`config.mk`:
```
export PLATFORM = sky130hd
export DESIGN_NAME = key_bank
export DESIGN_NICKNAME = d
export VERILOG_FILES = /design/src/rtl/key_pkg.sv /design/src/rtl/key_chan.sv /design/src/rtl/key_bank.sv
export SDC_FILE = /design/constraint.sdc
export NUM_CORES = 1
export LEC_CHECK = 0
export CAP_MARGIN = 20
export CORE_MARGIN = 2
export CORE_UTILIZATION = 40
export DETAILED_ROUTE_END_ITERATION = 8
export PLACE_DENSITY = 0.63
export SYNTH_ARGS = -nofsm -noshare
export SYNTH_HDL_FRONTEND = slang
export SYNTH_SLANG_ARGS = --single-unit
```
`constraint.sdc`:
```
create_clock -name clk -period 4.7 [get_ports clk]
set_input_delay 0.94 -clock clk [delete_from_list [all_inputs] [get_ports clk]]
set_output_delay 0.94 -clock clk [all_outputs]
set_load 0.1 [all_outputs]
```
`src/rtl/key_pkg.sv`:
```
// Shared constants and parameter sanity check for the key bank conditioner.
package key_pkg;

    localparam int ON_TH_DEF    = 896;
    localparam int OFF_TH_DEF   = 255;
    localparam int LONG_CYC_DEF = 1000000;

    // Hysteresis must be ordered and reachable, and the long-press count must fit its counter.
    function automatic bit th_ok(input int cnt_w, input int on_th, input int off_th,
                                 input int lp_w, input int long_cyc);
        longint cnt_max;
        longint lp_max;
        cnt_max = (longint'(1) << cnt_w) - 1;
        lp_max  = (longint'(1) << lp_w);
        return (off_th < on_th) && (longint'(on_th) <= cnt_max) && (longint'(long_cyc) < lp_max);
    endfunction

endpackage

```
`src/rtl/key_chan.sv`:
```
// One key channel: optional synchroniser (KEY_SYNC_EN), hysteretic integrator,
// level/toggle output, edge pulses and long-press flag.
module key_chan
    import key_pkg::*;
#(
    parameter int CNT_W    = 11,
    parameter int ON_TH    = ON_TH_DEF,
    parameter int OFF_TH   = OFF_TH_DEF,
    parameter int LP_W     = 20,
    parameter int LONG_CYC = LONG_CYC_DEF
) (
    input  logic clk,
    input  logic rst,
    input  logic in,
    input  logic mode,
    output logic press,
    output logic spress,
    output logic rspress,
    output logic rise,
    output logic fall,
    output logic long
);

    localparam logic [CNT_W-1:0] CNT_MAX = '1;
    localparam logic [CNT_W-1:0] ON_V    = CNT_W'(ON_TH);
    localparam logic [CNT_W-1:0] OFF_V   = CNT_W'(OFF_TH);
    localparam logic [LP_W-1:0]  LC_V    = LP_W'(LONG_CYC);

    logic key;

`ifdef KEY_SYNC_EN
    logic [1:0] sync;
    always_ff @(posedge clk) begin
        if (!rst) sync <= '0;
        else      sync <= {sync[0], in};
    end
    assign key = sync[1];
`else
    assign key = in;
`endif

    assign spress = key;

    logic [CNT_W-1:0] cnt, cnt_n;
    logic [LP_W-1:0]  hold, hold_n;
    logic             snd, snd_n, rise_n, sw;

    always_comb begin
        if (key) cnt_n = (cnt == CNT_MAX) ? cnt : cnt + 1'b1;
        else     cnt_n = (cnt == '0)      ? cnt : cnt - 1'b1;
        snd_n = snd;
        if (key && cnt_n >= ON_V)        snd_n = 1'b1;
        else if (!key && cnt_n <= OFF_V) snd_n = 1'b0;
    end

    assign rise_n = ~snd & snd_n;
    assign hold_n = (hold == LC_V) ? hold : hold + 1'b1;

    always_ff @(posedge clk) begin
        if (!rst) begin
            cnt  <= '0;
            snd  <= 1'b0;
            sw   <= 1'b0;
            rise <= 1'b0;
            fall <= 1'b0;
            long <= 1'b0;
            hold <= '0;
        end else begin
            cnt  <= cnt_n;
            snd  <= snd_n;
            rise <= rise_n;
            fall <= snd & ~snd_n;
            if (!mode)       sw <= snd_n;
            else if (rise_n) sw <= ~sw;
            // Counting starts the cycle after rise, so long lands LONG_CYC cycles after it.
            if (!snd_n) begin
                hold <= '0;
                long <= 1'b0;
            end else if (snd) begin
                hold <= hold_n;
                long <= (hold_n == LC_V);
            end
        end
    end

    assign press   = sw;
    assign rspress = snd;

endmodule

```
`src/rtl/key_bank.sv`:
```
// N independent push-button conditioners; KEY_SYNC_EN adds a 2-flop input synchroniser.
module key_bank
    import key_pkg::*;
#(
    parameter int N        = 4,
    parameter int CNT_W    = 11,
    parameter int ON_TH    = ON_TH_DEF,
    parameter int OFF_TH   = OFF_TH_DEF,
    parameter int LP_W     = 20,
    parameter int LONG_CYC = LONG_CYC_DEF
) (
    input  logic         clk,
    input  logic         rst,
    input  logic [N-1:0] in,
    input  logic [N-1:0] mode,
    output logic [N-1:0] press,
    output logic [N-1:0] spress,
    output logic [N-1:0] rspress,
    output logic [N-1:0] rise,
    output logic [N-1:0] fall,
    output logic [N-1:0] long
);

    if (!th_ok(CNT_W, ON_TH, OFF_TH, LP_W, LONG_CYC)) begin : g_bad_param
        $error("key_bank: need OFF_TH < ON_TH <= 2^CNT_W-1 and LONG_CYC < 2^LP_W");
    end

    for (genvar i = 0; i < N; i++) begin : g_chan
        key_chan #(
            .CNT_W   (CNT_W),
            .ON_TH   (ON_TH),
            .OFF_TH  (OFF_TH),
            .LP_W    (LP_W),
            .LONG_CYC(LONG_CYC)
        ) u_chan (
            .clk    (clk),
            .rst    (rst),
            .in     (in[i]),
            .mode   (mode[i]),
            .press  (press[i]),
            .spress (spress[i]),
            .rspress(rspress[i]),
            .rise   (rise[i]),
            .fall   (fall[i]),
            .long   (long[i])
        );
    end

endmodule

```
==> metrics.md <==
| Metric | Value |
|---|---|
| Adder-cell share of the synthesized area | 2.45% |
| R2R Setup Slk | 1.78 ns |
| Asr flop ratio synth | 0% |
| Vias in the first global route | 7303 |
| Mux share of post-synthesis cell area | 1.14% |
| GRT Residual Overflow | 0 |
| Crit share post-route | 73.0% |
| Tot Pwr | 4.21 mW |
| Yosys top cell area share | 31.4% |
| Clk buf depth | 2 |
| Post-Syn Instances | 1214 |
| Worst-Margin Slew | 1.09 ns |
| Hold path depth | 2 |
| DR vias/cell | 5.47 |
| Flop pwr share | 37.2% |
| Post-CTS Resized | 0 |
| Die W | 156 µm |
| Worst R2R End | g_chan[1].u_chan.hold[18]$_SDFFE_PN0P_ |
| Global-route wire length before repair | 33900 µm |
| Switching power | 1.44 mW |
| WS Path Type | flip-flop to output pin |
| Max FO, Critical Path | 21 |
| Initial antenna violation count | 0 |
| Routed WL per cell | 13.4 µm |
| Worst reg2reg startpoint | g_chan[1].u_chan.cnt[1]$_SDFF_PN0_ |
| Max-Cap Viols | 0 |
| Placer Congestion | 0.850 |
| Synth-to-layout area growth | 9.39% |
| Post-Synth Simple-Gate Area | 31.6% |
| I/O pins | 34 |
| Sw frac | 34.1% |
| Slowest-stage cell, CP | clkdlybuf4s50_1 |
| LEAKAGE | 3.32 nW |
| Die area | 24200 µm² |
| Gr usage total | 16.5% |
| Drt first pass iters | 5 |
| Largest family of logic cells by synthesized area | simple AND/OR/NAND/NOR gates |
| N_diodes | 0 |
| DR WL met3 | 701 µm |
| Syn nets | 1242 |
| Reg clk slew, reported paths | 0.06 ns |
| Post-synth top area cell | dfxtp_1 |
| Final setup fails | 0 |
| Worst setup EP type | output pin |
| WP buf/inv | 1 |
| Port bufs | 33 |
| HP Start | g_chan[1].u_chan.long$_SDFFE_PN0P_ |
| Number of synthesized flops with an enable pin | 0 |
| Post-route setup TNS | 0 ns |
| Detail Route Antenna Nets | 0 |
| Seq/Total Area, Yosys | 31.4% |
| Initial Utilization | 40.7% |
| Mapped Area | 9190 µm² |
| Unrepaired setup endpoints after global routing | no |
| Postcts setup bufs | 0 |
| Routed metal-1 wirelength | 9900 µm |
| Combinational Power Share | 28.1% |
| Final HPWL DP | 13400 µm |
| Share of cells above drive strength 1 | 6.01% |
| Max Fclk | 291 MHz |
| Final nets | 1198 |
| Startpoint types | flip-flop |
| Vias post-DR | 8031 |
| Int Pwr | 2.78 mW |
| WL final | 19700 µm |
| Core area | 22600 µm² |
| Delay-heaviest family, CP | buffers and inverters |
| VDD IR-drop max | 0.208 mV |
| Slowest stage delay, CP | 1.27 ns |
| Routed length on met2 | 8950 µm |
| Xor and xnor area share after synthesis | 11.4% |
| Synth area leaders | dfxtp_1 31%, nor2_1 6.9%, xor2_1 6.4% |
| Clk network pwr share | 34.7% |
| Worst path arrival time | 2.49 ns |
| Pin count of the biggest net entering global routing | 39 |
| Final Critical Period | 3.43 ns |
| CTS Hold Bufs | 0 |
| Cell chain of the critical path | clkdlybuf4s50_1 |
| Worst setup margin | 1.27 ns |
| Synth cell types | 77 |
| Synth Flop Type | dfxtp_1 |
| CTS buffer count | 17 |
| Number of remaining DRC errors | 0 |
| Placement Setup Slack | 1.28 ns |
| Clock tree from TritonCTS | done |
| Status | finished clean |
| Yosys reg bits | 144 |
| Worst-case reg-to-reg path depth | 8 |
| Clk Latency, worst-skew pair | 0.42 ns |
| Hold Path Sink | g_chan[1].u_chan.long$_SDFFE_PN0P_ |
| Compound-Gate Fraction of Synth Area | 14.9% |
| Commonest non-fill, non-tap cell in the layout | nor2_1 |
| Hold Path Class | flip-flop to flip-flop |
| TritonCTS Sinks | 144 |
| YS warnings | 0 |
| Root Driver | clkbuf_16 |
| Slew Viols, Final | 0 |
| Level count of the clock H-tree | 4 |
| Die Ht | 156 µm |
| Max-slew headroom | 27.0% |
| Initial DRC Count | 427 |
| Cell Rows | 55 |
| Max Used Layer | met4 |
| Critical path required time | 3.76 ns |
| Final hold slack | 0.474 ns |
| Setup Skew | 0.0105 ns |
| Final hold vios | 0 |
| Commonest non-fill, non-tap cells in the layout | 169 x nor2_1, 144 x dfxtp_1, 104 x nand2_1 |
| Avg Cell Area, Syn | 7.57 µm² |
| PwrDens | 419 nW/µm² |
## logic make-up (layout without fill, tap and decap cells)
group | count (synthesis) | count (layout)
AO/OA/AOI/OAI | 199 | 199
XOR/XNOR | 120 | 120
adder cells (fa/ha/maj) | 18 | 18
buffers and inverters | 142 | 110
flip-flops | 144 | 144
multiplexers | 10 | 10
AND/OR/NAND/NOR | 581 | 581
## sequential cells by signal, summed over array words and instances, names as in the netlist
signal and cells:
g_chan.u_chan.press 4, g_chan.u_chan.rspress 4, g_chan.u_chan.long 4, g_chan.u_chan.rise 4
g_chan.u_chan.hold 80, g_chan.u_chan.fall 4, g_chan.u_chan.cnt 44
## synthesized netlist by cell type, drive strengths merged (7+ instances only)
library cell and count:
o31ai 9, nand4 45, inv 39, nand3 63, and4 9, nor2 170, ha 18, nor3 60
buf 36, o211ai 12, or4 9, xor2 67, and2 18, nand3b 7, o21ai 30, or3 10
xnor2 53, a21oi 49, nand2 104, dfxtp 144, and3 23, a211oi 11, or2 10, nor4 15
clkbuf 66, a31oi 17, nand2b 14
## per-stage QoR
| stage | instance area, µm² | utilization [%] | std cells |
|---|---|---|---|
| 2_1_floorplan | 9190 | - | 1214 |
| 3_3_place_gp | 9410 | 41.7 | 1436 |
| 3_5_place_dp | 9410 | 41.7 | 1436 |
| 4_1_cts | 10000 | 44.5 | 1467 |
| 5_1_grt | 10000 | 44.5 | 1467 |
| 6_report | 10000 | 44.5 | 1467 |
## metal layers
metal	vias up	global-route usage, %
met2	139	26.6
met4	0	3.84
met3	10	3.64
li1	4157	-
met1	3725	22.5
met5	-	0
## cell type report
type / count / area (µm²)
fill: 2256 / 12500
timing repair buffer: 39 / 365
tap: 285 / 357
clock buffer: 22 / 484
clock inverter: 9 / 154
sequential: 144 / 2880
inverter: 40 / 150
multi-input combinational: 928 / 5650
## worst max path at each step
stage                                        start                                endpoint  cells past startpoint
2_1_floorplan                                in[0]  g_chan[0].u_chan.hold[10]$_SDFFE_PN0P_                      9
3_3_place_gp                                 in[1]   g_chan[1].u_chan.hold[5]$_SDFFE_PN0P_                      7
3_5_place_dp                                 in[1]   g_chan[1].u_chan.hold[4]$_SDFFE_PN0P_                      7
4_1_cts        g_chan[2].u_chan.rspress$_SDFF_PN0_                              rspress[2]                      1
5_1_grt        g_chan[2].u_chan.rspress$_SDFF_PN0_                              rspress[2]                      1
6_report       g_chan[2].u_chan.rspress$_SDFF_PN0_                              rspress[2]                      1
## power groups by stage
stage | registers, mW | logic, mW | clock network (mW)
floorplan | 1.46 | 1.10 | 0
global placement | 1.58 | 1.17 | 0
detailed placement | 1.59 | 1.17 | 0
CTS | 1.56 | 1.18 | 1.50
global route | 1.60 | 1.33 | 1.55
finish | 1.57 | 1.18 | 1.46
Note: power is estimated with default switching activity, not from simulation.
